==> src/rtl/rs_codeword_serializer_if.sv <==
//==============================================================================
// Module      : rs_codeword_serializer_if
// Description : Bus bundle between the RS(255,239) encoder side and the
//               codeword serializer. The master drives message bytes and the
//               encoder parity snapshot. The slave returns the serialized
//               codeword stream and the flow-control and status flags.
// Revision    : 1.0 - initial release
//==============================================================================
`default_nettype none

interface rs_codeword_serializer_if #(
    parameter int NPAR = 16,
    parameter int W    = 8
);
    logic [W-1:0]      in_data;
    logic              in_valid;
    logic [NPAR*W-1:0] par_in;
    logic              in_busy;
    logic              enc_clr;
    logic [W-1:0]      out_data;
    logic              out_valid;
    logic              out_sop;
    logic              out_eop;
    logic [7:0]        cnt;
    logic              ovf_err;

    modport master (
        output in_data, in_valid, par_in,
        input  in_busy, enc_clr, out_data, out_valid, out_sop, out_eop, cnt, ovf_err
    );

    modport slave (
        input  in_data, in_valid, par_in,
        output in_busy, enc_clr, out_data, out_valid, out_sop, out_eop, cnt, ovf_err
    );
endinterface

`default_nettype wire

==> src/rtl/rs_codeword_serializer.sv <==
//==============================================================================
// Module      : rs_codeword_serializer
// Description : Forwards K message bytes to a registered output stream with a
//               one-cycle latency. After the K-th byte, it snapshots the NPAR
//               encoder parity bytes and shifts them out highest first
//               (q[NPAR-1] .. q0). This forms one contiguous codeword with SOP
//               and EOP markers. In the same cycle it issues a one-cycle clear
//               to the encoder, so the next block starts with zero parity.
//               cnt is 8 bits wide, so K must be no larger than 256.
// Revision    : 1.0 - initial release
//==============================================================================
`default_nettype none

module rs_codeword_serializer #(
    parameter int K    = 239,
    parameter int NPAR = 16,
    parameter int W    = 8
) (
    input  logic                    clk,
    input  logic                    rst,
    rs_codeword_serializer_if.slave bus
);

    localparam int         PW        = (NPAR > 1) ? $clog2(NPAR) : 1;
    localparam logic [7:0] LAST_CNT  = 8'(K - 1);
    localparam logic [PW-1:0] LAST_PIDX = PW'(NPAR - 1);

    typedef enum logic [0:0] {
        S_MSG = 1'b0,
        S_PAR = 1'b1
    } state_t;

    state_t          state_q, state_d;
    logic [7:0]      cnt_q, cnt_d;
    logic [PW-1:0]   pidx_q, pidx_d;
    logic [W-1:0]    shadow_q [NPAR];
    logic [W-1:0]    shadow_d [NPAR];
    logic [W-1:0]    out_data_q, out_data_d;
    logic            out_valid_q, out_valid_d;
    logic            sop_q, sop_d;
    logic            eop_q, eop_d;
    logic            ovf_q, ovf_d;

    logic [W-1:0]    w_par_byte [NPAR];
    logic [PW-1:0]   w_rev_idx;
    logic [W-1:0]    w_emit_byte;
    logic            w_enc_clr;

    // Split the flat parity bus into per-register bytes; byte i is encoder q_i.
    for (genvar gi = 0; gi < NPAR; gi++) begin : g_par_unpack
        assign w_par_byte[gi] = bus.par_in[gi*W +: W];
    end

    // Emission runs from q[NPAR-1] down to q0.
    assign w_rev_idx = LAST_PIDX - pidx_q;

    // The first parity beat comes straight from the encoder, because the
    // shadow copy is only written at the end of that cycle. Later beats come
    // from the shadow, since the encoder has already been cleared by then.
    assign w_emit_byte = (pidx_q == '0) ? w_par_byte[NPAR-1] : shadow_q[w_rev_idx];

    // State, counters, shadow parity and registered outputs.
    always_ff @(posedge clk) begin
        if (rst) begin
            state_q     <= S_MSG;
            cnt_q       <= '0;
            pidx_q      <= '0;
            out_data_q  <= '0;
            out_valid_q <= 1'b0;
            sop_q       <= 1'b0;
            eop_q       <= 1'b0;
            ovf_q       <= 1'b0;
            for (int i = 0; i < NPAR; i++) begin
                shadow_q[i] <= '0;
            end
        end else begin
            state_q     <= state_d;
            cnt_q       <= cnt_d;
            pidx_q      <= pidx_d;
            out_data_q  <= out_data_d;
            out_valid_q <= out_valid_d;
            sop_q       <= sop_d;
            eop_q       <= eop_d;
            ovf_q       <= ovf_d;
            for (int i = 0; i < NPAR; i++) begin
                shadow_q[i] <= shadow_d[i];
            end
        end
    end

    // Next-state and output decode for message pass-through and parity shift-out.
    always_comb begin
        state_d     = state_q;
        cnt_d       = cnt_q;
        pidx_d      = pidx_q;
        shadow_d    = shadow_q;
        out_data_d  = out_data_q;
        out_valid_d = 1'b0;
        sop_d       = 1'b0;
        eop_d       = 1'b0;
        ovf_d       = ovf_q;
        w_enc_clr   = 1'b0;

        case (state_q)
            S_MSG: begin
                if (bus.in_valid) begin
                    out_data_d  = bus.in_data;
                    out_valid_d = 1'b1;
                    sop_d       = (cnt_q == 8'd0);
                    if (cnt_q == LAST_CNT) begin
                        cnt_d   = '0;
                        state_d = S_PAR;
                    end else begin
                        cnt_d   = cnt_q + 8'd1;
                    end
                end
            end

            S_PAR: begin
                out_data_d  = w_emit_byte;
                out_valid_d = 1'b1;
                if (pidx_q == '0) begin
                    // The parity is final now; snapshot it and clear the encoder.
                    w_enc_clr = 1'b1;
                    shadow_d  = w_par_byte;
                end
                if (pidx_q == LAST_PIDX) begin
                    eop_d   = 1'b1;
                    pidx_d  = '0;
                    state_d = S_MSG;
                end else begin
                    pidx_d  = pidx_q + 1'b1;
                end
                // Bytes offered while busy are dropped and flagged.
                if (bus.in_valid) begin
                    ovf_d = 1'b1;
                end
            end

            default: begin
                state_d = S_MSG;
            end
        endcase
    end

    assign bus.in_busy   = (state_q == S_PAR);
    assign bus.enc_clr   = w_enc_clr;
    assign bus.out_data  = out_data_q;
    assign bus.out_valid = out_valid_q;
    assign bus.out_sop   = sop_q;
    assign bus.out_eop   = eop_q;
    assign bus.cnt       = cnt_q;
    assign bus.ovf_err   = ovf_q;

endmodule

`default_nettype wire

==> src/flat_wrapper.sv <==
// flat-port wrapper written by rule: the top's interface ports become plain ports
module rs_codeword_serializer_flat 
#(
    parameter int K    = 239,
    parameter int NPAR = 16,
    parameter int W    = 8
)
  (clk, rst, bus_in_data, bus_in_valid, bus_par_in, bus_in_busy, bus_enc_clr, bus_out_data, bus_out_valid, bus_out_sop, bus_out_eop, bus_cnt, bus_ovf_err);
  rs_codeword_serializer_if #(.NPAR(NPAR), .W(W)) bus_i ();
  input  logic clk;
  input  logic rst;
  input wire logic [$bits(bus_i.in_data)-1:0] bus_in_data;
  input wire logic [$bits(bus_i.in_valid)-1:0] bus_in_valid;
  input wire logic [$bits(bus_i.par_in)-1:0] bus_par_in;
  output wire logic [$bits(bus_i.in_busy)-1:0] bus_in_busy;
  output wire logic [$bits(bus_i.enc_clr)-1:0] bus_enc_clr;
  output wire logic [$bits(bus_i.out_data)-1:0] bus_out_data;
  output wire logic [$bits(bus_i.out_valid)-1:0] bus_out_valid;
  output wire logic [$bits(bus_i.out_sop)-1:0] bus_out_sop;
  output wire logic [$bits(bus_i.out_eop)-1:0] bus_out_eop;
  output wire logic [$bits(bus_i.cnt)-1:0] bus_cnt;
  output wire logic [$bits(bus_i.ovf_err)-1:0] bus_ovf_err;
  assign bus_i.in_data = bus_in_data;
  assign bus_i.in_valid = bus_in_valid;
  assign bus_i.par_in = bus_par_in;
  assign bus_in_busy = bus_i.in_busy;
  assign bus_enc_clr = bus_i.enc_clr;
  assign bus_out_data = bus_i.out_data;
  assign bus_out_valid = bus_i.out_valid;
  assign bus_out_sop = bus_i.out_sop;
  assign bus_out_eop = bus_i.out_eop;
  assign bus_cnt = bus_i.cnt;
  assign bus_ovf_err = bus_i.ovf_err;
  rs_codeword_serializer #(.K(K), .NPAR(NPAR), .W(W)) u_core (.clk(clk), .rst(rst), .bus(bus_i));
endmodule
==> config.mk <==
export PLATFORM = sky130hd
export DESIGN_NAME = rs_codeword_serializer_flat
export DESIGN_NICKNAME = d
export VERILOG_FILES = /design/src/rtl/rs_codeword_serializer_if.sv /design/src/rtl/rs_codeword_serializer.sv /design/src/flat_wrapper.sv
export SDC_FILE = /design/constraint.sdc
export NUM_CORES = 1
export LEC_CHECK = 0
export ABC_AREA = 1
export CORE_ASPECT_RATIO = 0.8
export CORE_MARGIN = 5
export CORE_UTILIZATION = 50
export DETAILED_ROUTE_END_ITERATION = 6
export GPL_TIMING_DRIVEN = 0
export HOLD_SLACK_MARGIN = 0.1
export PLACE_DENSITY = 0.78
export SETUP_SLACK_MARGIN = 0.2
export SLEW_MARGIN = 10
export SYNTH_ARGS = -nofsm -noshare
export SYNTH_HDL_FRONTEND = slang
export SYNTH_SLANG_ARGS = --single-unit
==> constraint.sdc <==
create_clock -name clk -period 2.31 [get_ports clk]
set_input_delay 0.231 -clock clk [delete_from_list [all_inputs] [get_ports clk]]
set_output_delay 0.231 -clock clk [all_outputs]
set_load 0.1 [all_outputs]
# Word-level counts from Yosys, hierarchy flattened
# Index checks and enable logic that the tools add are counted.
dict set report word_totals {
  ff_bits 153
  in_bits 139
  out_inout_bits 22
  wordCells 58
}
dict set report classes {
  addsub 3
  order_cmp 1
  eq_ne 3
  muxes 17
  bitwise_logic 3
  n_reduce_logical 7
}
# operator count
set ops {}
lappend ops {{8-bit 2-to-1 mux} 5}
lappend ops {{8-bit binary-select mux with 4-bit select} 1}
lappend ops {{8-bit one-hot mux with 2 select lines} 1}
lappend ops {{8-bit by 1-bit adder with 8-bit output, second input constant} 1}
lappend ops {{8-bit == test, second input constant} 1}
lappend ops {{8-bit zero test} 1}
lappend ops {{1-bit 2-to-1 mux} 7}
lappend ops {{2-bit AND reduction} 3}
lappend ops {{5-bit >= comparator, second input constant} 1}
lappend ops {{4-bit NOT with 5-bit output} 1}
lappend ops {{4-bit by 1-bit adder with 4-bit output, second input constant} 1}
lappend ops {{4-bit == test, second input constant} 1}
lappend ops {{4-bit zero test} 1}
lappend ops {{4-bit 2-to-1 mux} 1}
lappend ops {{1-bit one-hot mux with 2 select lines} 2}
lappend ops {{4-bit subtractor, first input constant} 1}
lappend ops {{3-bit OR reduction} 1}
lappend ops {{2-bit inequality test, second input constant} 1}
lappend ops {{1-bit NOT} 2}
lappend ops {{2-bit OR reduction} 1}

# Longest topological paths before layout
# Gate-level depths: netlist of the first run.
dict set report logic_depth {
  ltp_word 7
  mapped_depth 12
  mapped_depth_nobuf 9
}

# Least setup slack after synthesis of the first run
# No wires, ideal clock.
dict set report synth_timing {
  kind {register -> register}
  startpoint {reg u_core.state_q (netlist: u_core.bus.in_busy)}
  endpoint {reg u_core.shadow_q[10] (netlist bit)}
  setup_time_ns 0.065
  arrival_time_ns 2.060
  required_time_ns 2.245
  setup_slack_ns 0.185
  stages_incl_launch_ff 8
  n_path_buf 3
  synth_period_minus_slack_ns 2.125
  cell_sequence {dfxtp_1 -> inv_2 -> nor2_2 -> buf_4 -> buf_8 -> buf_6 -> o21ai_0 -> nor2_1}
}
dict set report synth_between {
  elab_chain_cells 1
}
# element line_no
set synth_lines {}
lappend synth_lines {{from (decl)} rs_codeword_serializer.sv:33} ;# state_t state_q, state_d;
lappend synth_lines {{from (signal assigned)} rs_codeword_serializer.sv:77} ;# state_q <= state_d;
lappend synth_lines {{2-bit AND reduction (no source line)} -}
lappend synth_lines {{to (signal, indexed assignment)} rs_codeword_serializer.sv:86} ;# shadow_q[i] <= shadow_d[i];
lappend synth_lines {{to (decl)} rs_codeword_serializer.sv:36} ;# logic [W-1:0] shadow_q [NPAR];
# Every way passes these cells.
# A chain may end at the register's enable or synchronous reset.

# Worst setup path in the final report of the first run
dict set report layout_timing {
  startpoint {reg u_core.pidx_q[1]}
  endpoint {out bus_enc_clr}
}
dict set report layout_between {
  elab_chain_cells 3
}
# element line_no
set layout_lines {}
lappend layout_lines {{from (decl)} rs_codeword_serializer.sv:35} ;# logic [PW-1:0] pidx_q, pidx_d;
lappend layout_lines {{from (signal assigned)} rs_codeword_serializer.sv:79} ;# pidx_q <= pidx_d;
lappend layout_lines {{4-bit zero test} rs_codeword_serializer.sv:122} ;# if (pidx_q == '0) begin
lappend layout_lines {{1-bit 2-to-1 mux} rs_codeword_serializer.sv:122}
lappend layout_lines {{1-bit 2-to-1 mux} rs_codeword_serializer.sv:104} ;# case (state_q)
lappend layout_lines {{to (decl)} flat_wrapper.sv:16} ;# output wire logic [$bits(bus_i.enc_clr)-1:0] bus_enc_clr;
# Every way passes these cells.

==> flow_summary.json, run 1 <==
{
  "status": "completed",
  "ir_drop_uv": 521.4,
  "synth.yosys.seq_area_share": 0.4477,
  "wl_met3_um": 2450,
  "largest_net_degree_at_the_start_of_global_routing": 17,
  "dieArea_mm2": 0.01614,
  "finalPower_w": 0.006019,
  "synth_warnings": 0,
  "min-delay-start": "bus_par_in[45]",
  "achievable-frequency_ghz": 0.4711,
  "report.final.slew_viol_count": 0,
  "timing_worst_slew_pin_value_ns": 0.9977,
  "cts_sinks": 153,
  "port-buffer-count": 160,
  "first_iter_violations": 697,
  "numCtsBuffers": 17,
  "netlist-cell-type-count": 26,
  "finalHoldViolCount": 0,
  "p_leak_nw": 4.156,
  "floorplan.die.width_um": 140.8,
  "antenna_cells": 0,
  "crit_path_start_kind": "flip-flop",
  "rsz0062_at_grt": "true",
  "reg2reg_depth": 12,
  "layout.nets": 1342,
  "synth-seq-cells": 153,
  "place_congestion": 0.9301,
  "residual_antenna_violating_net_count_after_detailed_routing": 0,
  "final.setup_skew_ns": 0.008386,
  "r2r_setup_slack_ns": 0.29,
  "critical_path.endpoint_type": "output port",
  "floorplan.core_area_mm2": 0.01350,
  "layout_area_growth_over_synthesis_pct": 38.15,
  "cts_tree": "built",
  "pin_count": 161,
  "clock_tree.htree_level_count": 4,
  "netSwitchingPower_w": 0.001479,
  "met2_wirelength_um": 9616,
  "clkTransAtPathRegs_ns": 0.07,
  "slew-limit-headroom": 0.3375,
  "sequentialPowerShare": 0.442,
  "power.internal_w": 0.004540,
  "share_clk_of_total_power": 0.479,
  "criticalPathCategory": "reg2out",
  "synth.area.top_cells": "sky130_fd_sc_hd__dfxtp_1 (45%), sky130_fd_sc_hd__nor2_1 (13%), sky130_fd_sc_hd__nand2_1 (11%), sky130_fd_sc_hd__o21ai_0 (9.5%), sky130_fd_sc_hd__nand3_1 (7.2%)",
  "synth.net_count": 1149,
  "vertical_extent_of_the_die_um": 114.6,
  "initial_core_util": 0.5067,
  "highest-signal-layer": "met4",
  "floorplan.rows": 38,
  "routed_wirelength_um": 22670,
  "netSwitchingFraction": 0.2457,
  "timing.hold.worst_path_depth": 3,
  "global_route.usage.total": 0.2714,
  "drt-met1-wl_um": 9797,
  "synth_cells": 1005,
  "cts.root.buffer_cell": "sky130_fd_sc_hd__clkbuf_16",
  "hold_path_end": "u_core.shadow_q[85]",
  "syn-cell-area_mm2": 0.006842,
  "period_share": 0.9189,
  "grt_antenna_before_repair": 0,
  "remaining_drc_errors": 0,
  "share_of_cells_above_drive_strength_1": 0.09579,
  "wl_per_cell_um": 16.30,
  "worst_skew_pair.late_latency_ns": 0.43,
  "route.detailed.vias_per_inst": 5.363,
  "worstPathArrival_ns": 1.89,
  "netlist.top_cell.by_area": "sky130_fd_sc_hd__dfxtp_1",
  "grt_first_pass_wirelength_um": 34760,
  "first_global_vias": 6910,
  "comb_power_share": 0.079,
  "crit_required_ns": 2.08,
  "postSynthAreaPerCell_um2": 6.808,
  "power_density_mw_per_mm2": 636.8,
  "maxCapViolCount": 0,
  "via_count": 7460,
  "netlist.area_leader.share": 0.4477,
  "min-delay-path-class": "in2reg",
  "cts_max_path_buffers": 2,
  "timing.rr.end": "u_core.shadow_q[16]",
  "overflow": 0,
  "regToRegStartpoint": "u_core.pidx_q[0]",
  "dp_hpwl_um": 16020,
  "holdWs_ns": 0.3797,
  "finalCriticalPeriod_ns": 2.123,
  "setup_viol": 0,
  "detail_route.first_pass.iterations": 5,
  "cp_max_fo": 6
}
[sequential cells by signal (all words and copies together) (netlist names)]
register              cells
u_core.bus.out_valid      1
u_core.shadow_q         128
u_core.bus.ovf_err        1
u_core.bus.in_busy        1
u_core.pidx_q             4
u_core.bus.cnt            8
u_core.bus.out_data       8
u_core.bus.out_sop        1
u_core.bus.out_eop        1
[critical path, stage by stage, from the launching register on]
cell and delay (ns):
sky130_fd_sc_hd__dfxtp_2 0.33, sky130_fd_sc_hd__buf_8 0.14, sky130_fd_sc_hd__inv_8 0.05, sky130_fd_sc_hd__buf_8 0.10, sky130_fd_sc_hd__ha_4 0.14, sky130_fd_sc_hd__nand3_4 0.07
sky130_fd_sc_hd__nor2_4 0.13, sky130_fd_sc_hd__buf_6 0.13, sky130_fd_sc_hd__buf_8 0.10, sky130_fd_sc_hd__buf_8 0.11, sky130_fd_sc_hd__buf_12 0.16
[logic make-up after synthesis]
group                      after synthesis  synth area share
buffers and inverters                  115           0.07937
AOI/OAI and AO/OA                      181            0.1379
adders and majority gates                5          0.009144
DFF                                    153            0.4477
and+or+nand+nor                        551            0.3259
[metal layers]
metal	track usage	vias to the layer above
li1	-	3626
met1	0.3805	3368
met2	0.4018	387
met3	0.07516	79
met4	0.09684	0
met5	0	-
[synth_stat cells (all sizes together)]
library cell	n
nor2	238
nand2	203
dfxtp	153
o21ai	133
nand3	99
inv	46
a21oi	45
buf	44
clkbuf	24
ha	5
nand4	4
nor3	4
nor3b	2
a211oi	1
a31oi	1
clkinv	1
o221ai	1
or2	1
[cells in the final DEF, fill, tap and decap left out, types with 2 or more instances in the layout]
cell type                           n
sky130_fd_sc_hd__dlymetal6s2s_1     2
sky130_fd_sc_hd__o21ai_1            3
sky130_fd_sc_hd__dfxtp_2            3
sky130_fd_sc_hd__buf_6              2
sky130_fd_sc_hd__nor2_1           235
sky130_fd_sc_hd__a21oi_2            8
sky130_fd_sc_hd__ha_1               4
sky130_fd_sc_hd__a21oi_1           37
sky130_fd_sc_hd__bufinv_16          2
sky130_fd_sc_hd__dlygate4sd2_1     19
sky130_fd_sc_hd__nor3b_1            2
sky130_fd_sc_hd__dfxtp_1          150
sky130_fd_sc_hd__buf_2             26
sky130_fd_sc_hd__nor3_1             4
sky130_fd_sc_hd__nor2_2             2
sky130_fd_sc_hd__buf_4             24
sky130_fd_sc_hd__buf_8              6
sky130_fd_sc_hd__nand2_1          201
sky130_fd_sc_hd__o21ai_0          130
sky130_fd_sc_hd__clkdlybuf4s50_1  138
sky130_fd_sc_hd__nand4_1            4
sky130_fd_sc_hd__inv_8              5
sky130_fd_sc_hd__clkbuf_1          24
sky130_fd_sc_hd__inv_6              6
sky130_fd_sc_hd__inv_2              5
sky130_fd_sc_hd__inv_1             40
sky130_fd_sc_hd__nand2_2            2
sky130_fd_sc_hd__clkbuf_16         17
sky130_fd_sc_hd__nand3_1           98
[power by group through the flow]
stage           logic, W  clock network [W]  registers, W
2_1_floorplan  0.0000762                  0       0.00283
3_3_place_gp    0.000478                  0       0.00272
3_5_place_dp    0.000479                  0       0.00272
4_1_cts         0.000474            0.00288       0.00266
5_1_grt         0.000501            0.00301       0.00266
6_report        0.000474            0.00288       0.00266
[cell type report]
class	instances	area [µm²]
fill	1136	4051
timing repair buffer	174	1698
clock buffer	17	425.4
inverter	47	183.9
tap	180	225.2
buffer	68	407.9
clock inverter	15	178.9
multi-input combinational	737	3266
sequential	153	3067
[worst max path at each step]
stage	depth (start not counted)	from	endpoint
floorplan	9	u_core.bus.cnt[0]	u_core.bus.cnt[6]
global placement	10	u_core.pidx_q[1]	bus_enc_clr
detailed placement	10	u_core.pidx_q[1]	bus_enc_clr
finish	10	u_core.pidx_q[1]	bus_enc_clr
CTS	10	u_core.pidx_q[1]	bus_enc_clr
global route	10	u_core.pidx_q[1]	bus_enc_clr
[timing repair]
| item | 4_1_cts | 5_1_grt |
|---|---|---|
| pin swaps | 1 | 3 |
| hold buffers | 0 | 0 |
| setup buffers | 5 | 9 |
| setup endpoints to repair | 131 | 70 |
| gates resized for setup | 42 | 10 |
[stage by stage]
step / setup TNS (ns) / std cells / cell area (µm²) / setup slack (ns) / utilization
6_report: 0 / 1391 / 9452 / 0.1874 / 0.7000
5_1_grt: 0 / 1391 / 9452 / 0.1599 / 0.7000
4_1_cts: 0 / 1382 / 9341 / 0.05197 / 0.6918
3_5_place_dp: -0.8785 / 1345 / 8670 / -0.8785 / 0.6421
3_3_place_gp: -0.8557 / 1345 / 8670 / -0.8557 / 0.6421
2_1_floorplan: 0 / 1005 / 6843 / 0.2604 / -
(Power assumes the default switching activity.)
==> run 2: changes to the inputs <==
- CAP_MARGIN: unset -> 20
- CORE_MARGIN: 5 -> 4
==> run 2 against run 1 <==
Fmax is 0.89% higher. Clock skew barely moved. Clock power is essentially flat. Critical endpoint unchanged. Largest cell class unchanged.
==> flow_summary.json, run 2 (same netlist as run 1, synthesis figures left out) <==
{
  "clkTransAtPathRegs_ns": 0.07,
  "floorplan.core_area_mm2": 0.01315,
  "place.detailed.instances": 1340,
  "max_ffs_per_register": 128,
  "first_iter_violations": 794,
  "setup_viol": 0,
  "final_common_cell": "sky130_fd_sc_hd__nor2_1",
  "rsz0062_at_grt": "true",
  "dp_hpwl_um": 16230,
  "floorplan.die.width_um": 138.8,
  "floorplan.rows": 37,
  "clock_tree.htree_level_count": 4,
  "timing.hold.worst_path_depth": 3,
  "first_global_vias": 6964,
  "timing_worst_slew_pin_value_ns": 0.9934,
  "share_clk_of_total_power": 0.480,
  "overflow": 0,
  "cts_max_path_buffers": 2,
  "netSwitchingPower_w": 0.001443,
  "layout.nets": 1339,
  "global_route.usage.total": 0.2799,
  "vertical_extent_of_the_die_um": 112.6,
  "finalPower_w": 0.006028,
  "cts.root.buffer_cell": "sky130_fd_sc_hd__clkbuf_16",
  "report.final.slew_viol_count": 0,
  "power.internal_w": 0.004584,
  "pin_count": 161,
  "final_cell_area_mm2": 0.009430,
  "finalCriticalPeriod_ns": 2.104,
  "placedInstanceArea_mm2": 0.008663,
  "maxCapViolCount": 0,
  "route.detailed.vias_per_inst": 5.330,
  "port-buffer-count": 160,
  "ir_drop_uv": 554.8,
  "finalHoldViolCount": 0,
  "antenna_cells": 0,
  "place_congestion": 0.9324,
  "postCtsHoldBufs": 0,
  "achievable-frequency_ghz": 0.4753,
  "cts_sinks": 153,
  "crit_required_ns": 2.08,
  "stdcell_count": 1383,
  "power_density_mw_per_mm2": 639.2,
  "grt_first_pass_wirelength_um": 35470,
  "detail_route.first_pass.iterations": 6,
  "largest_net_degree_at_the_start_of_global_routing": 17,
  "via_count": 7372,
  "top_register": "u_core.shadow_q",
  "initial_core_util": 0.5204,
  "final.setup_skew_ns": 0.008077,
  "worst_skew_pair.late_latency_ns": 0.42,
  "dieArea_mm2": 0.01563,
  "critical_path.endpoint_type": "output port",
  "layout.cells.most_common_list": "sky130_fd_sc_hd__nor2_1 (235), sky130_fd_sc_hd__nand2_1 (201), sky130_fd_sc_hd__dfxtp_1 (150)",
  "criticalPathCategory": "reg2out",
  "netSwitchingFraction": 0.2394,
  "residual_antenna_violating_net_count_after_detailed_routing": 0,
  "slew-limit-headroom": 0.3366,
  "period_share": 0.9108,
  "r2r_setup_slack_ns": 0.32,
  "crit_path_start_kind": "flip-flop",
  "comb_power_share": 0.079,
  "holdWs_ns": 0.3953,
  "worstPathArrival_ns": 1.87,
  "min-delay-path-class": "in2reg",
  "grt_antenna_before_repair": 0,
  "numCtsBuffers": 17,
  "remaining_drc_errors": 0,
  "share_of_cells_above_drive_strength_1": 0.09354,
  "status": "completed",
  "p_leak_nw": 4.154,
  "layout_area_growth_over_synthesis_pct": 37.84,
  "cts_tree": "built",
  "sequentialPowerShare": 0.441,
  "reg2reg_depth": 11,
  "cp_max_fo": 4,
  "wl_per_cell_um": 16.39,
  "routed_wirelength_um": 22670
}
[run 2: final timing paths]
| check | startpoint | endpoint |
|---|---|---|
| min | bus_par_in[67] | u_core.shadow_q[59] |
| max | u_core.pidx_q[0] | bus_enc_clr |
| min reg2reg | u_core.shadow_q[31] | u_core.shadow_q[31] |
| max reg2reg | u_core.pidx_q[0] | u_core.shadow_q[55] |
[run 2: power groups by stage]
stage               registers [W]   logic, W  clock network [W]
global route              0.00266   0.000505            0.00301
CTS                       0.00266   0.000476            0.00289
detailed placement        0.00272   0.000480                  0
finish                    0.00266   0.000477            0.00289
floorplan                 0.00283  0.0000762                  0
global placement          0.00272   0.000478                  0
[run 2: critical path, stage by stage (launching register included)]
cell and delay [ns]:
sky130_fd_sc_hd__dfxtp_4 0.36, sky130_fd_sc_hd__inv_4 0.06, sky130_fd_sc_hd__buf_8 0.09, sky130_fd_sc_hd__buf_8 0.10, sky130_fd_sc_hd__ha_4 0.15, sky130_fd_sc_hd__nand3_4 0.08
sky130_fd_sc_hd__nor2_4 0.12, sky130_fd_sc_hd__buf_6 0.12, sky130_fd_sc_hd__buf_8 0.10, sky130_fd_sc_hd__buf_6 0.10, sky130_fd_sc_hd__buf_12 0.16
[run 2: layout make-up]
class                      count  area (µm²)
fill                        1125        3717
multi-input combinational    737        3266
sequential                   153        3069
timing repair buffer         171        1680
clock buffer                  19       452.9
buffer                        68       400.4
tap                          175       219.0
inverter                      47       186.4
clock inverter                13       156.4
[run 2: per-layer routing]
metal | vias to the layer above | global-route usage | routed length, µm
met3 | 34 | 0.06899 | 2326
met4 | 0 | 0.08344 | 440
met2 | 357 | 0.4215 | 9802
li1 | 3613 | - | -
met1 | 3368 | 0.3984 | 10110
met5 | - | 0 | 0
[run 2: stage by stage]
| step | utilization | TNS (ns) | worst slack, ns |
|---|---|---|---|
| 2_1_floorplan | - | 0 | 0.2604 |
| 6_report | 0.7173 | 0 | 0.2061 |
| 5_1_grt | 0.7173 | 0 | 0.1636 |
| 3_3_place_gp | 0.6589 | -0.8465 | -0.8465 |
| 4_1_cts | 0.7097 | 0 | 0.04530 |
| 3_5_place_dp | 0.6589 | -0.8777 | -0.8777 |
[run 2: repair_timing]
action / in CTS / in global routing
endpoints found under the setup margin: 128 / 108
buffers inserted: 5 / 6
gates resized for setup: 37 / 14
pin swaps: 1 / 1
gates cloned: 0 / 0
==> run 3: changes to the inputs <==
- ABC_CLOCK_PERIOD_IN_PS: unset -> 1900
- CORE_UTILIZATION: 50 -> 45
- PLACE_DENSITY: 0.78 -> 0.74
- clock period: 2.31 -> 1.9 ns (I/O delays scaled with it)
==> run 3 against run 2 <==
The flow now finishes with violations (setup timing). Register-to-register slack lost 0.32 ns. Total power grew 29%. Via count rose by 2.4%. Worst setup slack got worse by 0.34 ns. Clock-buffer cell count is the same. Global-route usage decreased by 2.2 points. Design area is 12% higher. Hold slack got worse by 0.055 ns. Non-clock buffer count increased by 19. Clock power grew 34%. Largest cell class unchanged.
==> flow_summary.json, run 3 (same netlist as run 1, synthesis figures left out) <==
{
  "numCtsBuffers": 17,
  "crit_required_ns": 1.71,
  "floorplan.core_area_mm2": 0.01496,
  "timing_worst_slew_pin_value_ns": 0.7533,
  "finalHoldViolCount": 0,
  "period_share": 1.073,
  "largest_net_degree_at_the_start_of_global_routing": 17,
  "clkTransAtPathRegs_ns": 0.06,
  "setup_viol": 2,
  "post-route-worst-setup-slack_ns": -0.1383,
  "place_congestion": 0.9009,
  "layout_area_growth_over_synthesis_pct": 55.01,
  "maxCapViolCount": 0,
  "power_density_mw_per_mm2": 732.1,
  "report.final.slew_viol_count": 0,
  "final_common_cell": "sky130_fd_sc_hd__nand2_1",
  "floorplan.die.width_um": 145.9,
  "ir_drop_uv": 503.6,
  "sequentialPowerShare": 0.417,
  "max_ffs_per_register": 128,
  "final_cell_area_mm2": 0.01061,
  "dp_hpwl_um": 15920,
  "layout.cells.most_common_list": "sky130_fd_sc_hd__nand2_1 (200), sky130_fd_sc_hd__dfxtp_1 (143), sky130_fd_sc_hd__nor2_1 (139)",
  "grt_antenna_before_repair": 0,
  "critical_path.endpoint_type": "output port",
  "share_of_cells_above_drive_strength_1": 0.2219,
  "first_iter_violations": 673,
  "final.setup_skew_ns": 0.005710,
  "finalCriticalPeriod_ns": 2.038,
  "placedInstanceArea_mm2": 0.008715,
  "worstPathArrival_ns": 1.85,
  "cts_sinks": 153,
  "first_global_vias": 6913,
  "antenna_cells": 0,
  "failed_checks": "setup timing",
  "pin_count": 161,
  "crit_path_start_kind": "flip-flop",
  "share_clk_of_total_power": 0.500,
  "slew-limit-headroom": 0.4954,
  "vertical_extent_of_the_die_um": 118.3,
  "cts_max_path_buffers": 2,
  "nFillCells": 1158,
  "wl_per_cell_um": 17.32,
  "netSwitchingFraction": 0.2191,
  "comb_power_share": 0.082,
  "layout.nets": 1358,
  "overflow": 0,
  "routed_wirelength_um": 24510,
  "port-buffer-count": 160,
  "cp_max_fo": 2,
  "detail_route.first_pass.iterations": 7,
  "initial_core_util": 0.4572,
  "grt_first_pass_wirelength_um": 35740,
  "global_route.usage.total": 0.2577,
  "achievable-frequency_ghz": 0.4906,
  "cts.root.buffer_cell": "sky130_fd_sc_hd__clkbuf_16",
  "dieArea_mm2": 0.01725,
  "postCtsHoldBufs": 0,
  "cts_tree": "built",
  "top_register": "u_core.shadow_q",
  "clock_tree.htree_level_count": 4,
  "residual_antenna_violating_net_count_after_detailed_routing": 0,
  "via_count": 7549,
  "power.internal_w": 0.006063,
  "min-delay-path-class": "in2reg",
  "worst_skew_pair.late_latency_ns": 0.43,
  "status": "finished, violations left",
  "rsz0062_at_grt": "true",
  "floorplan.rows": 40,
  "remaining_drc_errors": 0,
  "route.detailed.vias_per_inst": 5.335,
  "criticalPathCategory": "reg2out",
  "netSwitchingPower_w": 0.001701,
  "holdWs_ns": 0.3401,
  "p_leak_nw": 4.358
}
[run 3: cell count changes in the layout (fill, tap and decap cells not counted), sizes merged]
cell / before / now
dlymetal6s2s: 3 / 0
bufinv: 2 / 6
clkinv: 4 / 6
inv: 53 / 43
clkdlybuf4s15: 0 / 20
clkbuf: 43 / 52
dlygate4sd2: 17 / 0
clkinvlp: 1 / 4
clkdlybuf4s50: 139 / 138
buf: 56 / 67
[run 3: cell type report]
cell class	instances	area (µm²)	share of cell area
Multi-Input combinational cell	737	3735	0.3522
Sequential cell	153	3075	0.2900
Tap cell	189	236.5	0.02230
Buffer	68	618.1	0.05828
Clock buffer	19	452.9	0.04271
Timing Repair Buffer	190	2068	0.1950
Inverter	47	197.7	0.01864
Clock inverter	12	221.5	0.02088
[run 3: power by group through the flow]
stage	registers [W]	logic (W)	clock network, W
2_1_floorplan	0.00344	0.0000929	0
3_3_place_gp	0.00331	0.000589	0
3_5_place_dp	0.00331	0.000589	0
4_1_cts	0.00324	0.000596	0.00388
5_1_grt	0.00324	0.000675	0.00401
6_report	0.00324	0.000640	0.00388
[run 3: path summary, 6_finish.rpt]
| check | slack [ns] | startpoint | endpoint | cells after the start |
|---|---|---|---|---|
| worst max-delay path | -0.14 | u_core.pidx_q[1] | bus_enc_clr | 10 |
| worst min-delay path | 0.34 | bus_par_in[20] | u_core.shadow_q[108] | 3 |
| worst max register to register | 0 | u_core.pidx_q[1] | u_core.shadow_q[81] | 13 |
| worst min register to register | 0.46 | u_core.shadow_q[7] | u_core.shadow_q[7] | 2 |
[run 3: worst max-delay path: stages, from the launching register on]
cell	delay, ns
sky130_fd_sc_hd__dfxtp_2	0.33
sky130_fd_sc_hd__buf_6	0.12
sky130_fd_sc_hd__clkinv_4	0.04
sky130_fd_sc_hd__buf_8	0.09
sky130_fd_sc_hd__ha_4	0.13
sky130_fd_sc_hd__nand3_4	0.06
sky130_fd_sc_hd__nor2_4	0.14
sky130_fd_sc_hd__buf_6	0.13
sky130_fd_sc_hd__buf_8	0.10
sky130_fd_sc_hd__buf_12	0.10
sky130_fd_sc_hd__buf_16	0.16
[run 3: through the flow]
step	utilization	setup slack, ns	total power [W]	TNS [ns]	std cells
2_1_floorplan	-	0.1914	0.003537	0	1005
3_3_place_gp	0.5824	-1.045	0.003899	-13.33	1354
3_5_place_dp	0.5824	-1.070	0.003900	-15.97	1354
4_1_cts	0.6480	-0.1018	0.007715	-0.1302	1397
5_1_grt	0.7087	-0.1644	0.007925	-1.253	1415
6_report	0.7087	-0.1383	0.007764	-0.1417	1415
[run 3: routing by layer]
layer | track usage | up-vias | share of wire
met5 | 0 | - | 0
met4 | 0.08422 | 0 | 0.027
met3 | 0.05596 | 52 | 0.077
met2 | 0.3834 | 321 | 0.45
met1 | 0.3710 | 3504 | 0.45
li1 | - | 3672 | -
[run 3: repair_timing]
item                                    4_1_cts  5_1_grt
resized for setup                           142      205
endpoints found under the setup margin      158      136
pin swaps                                     3        8
cloned                                        0       12
buffers inserted                             12        6
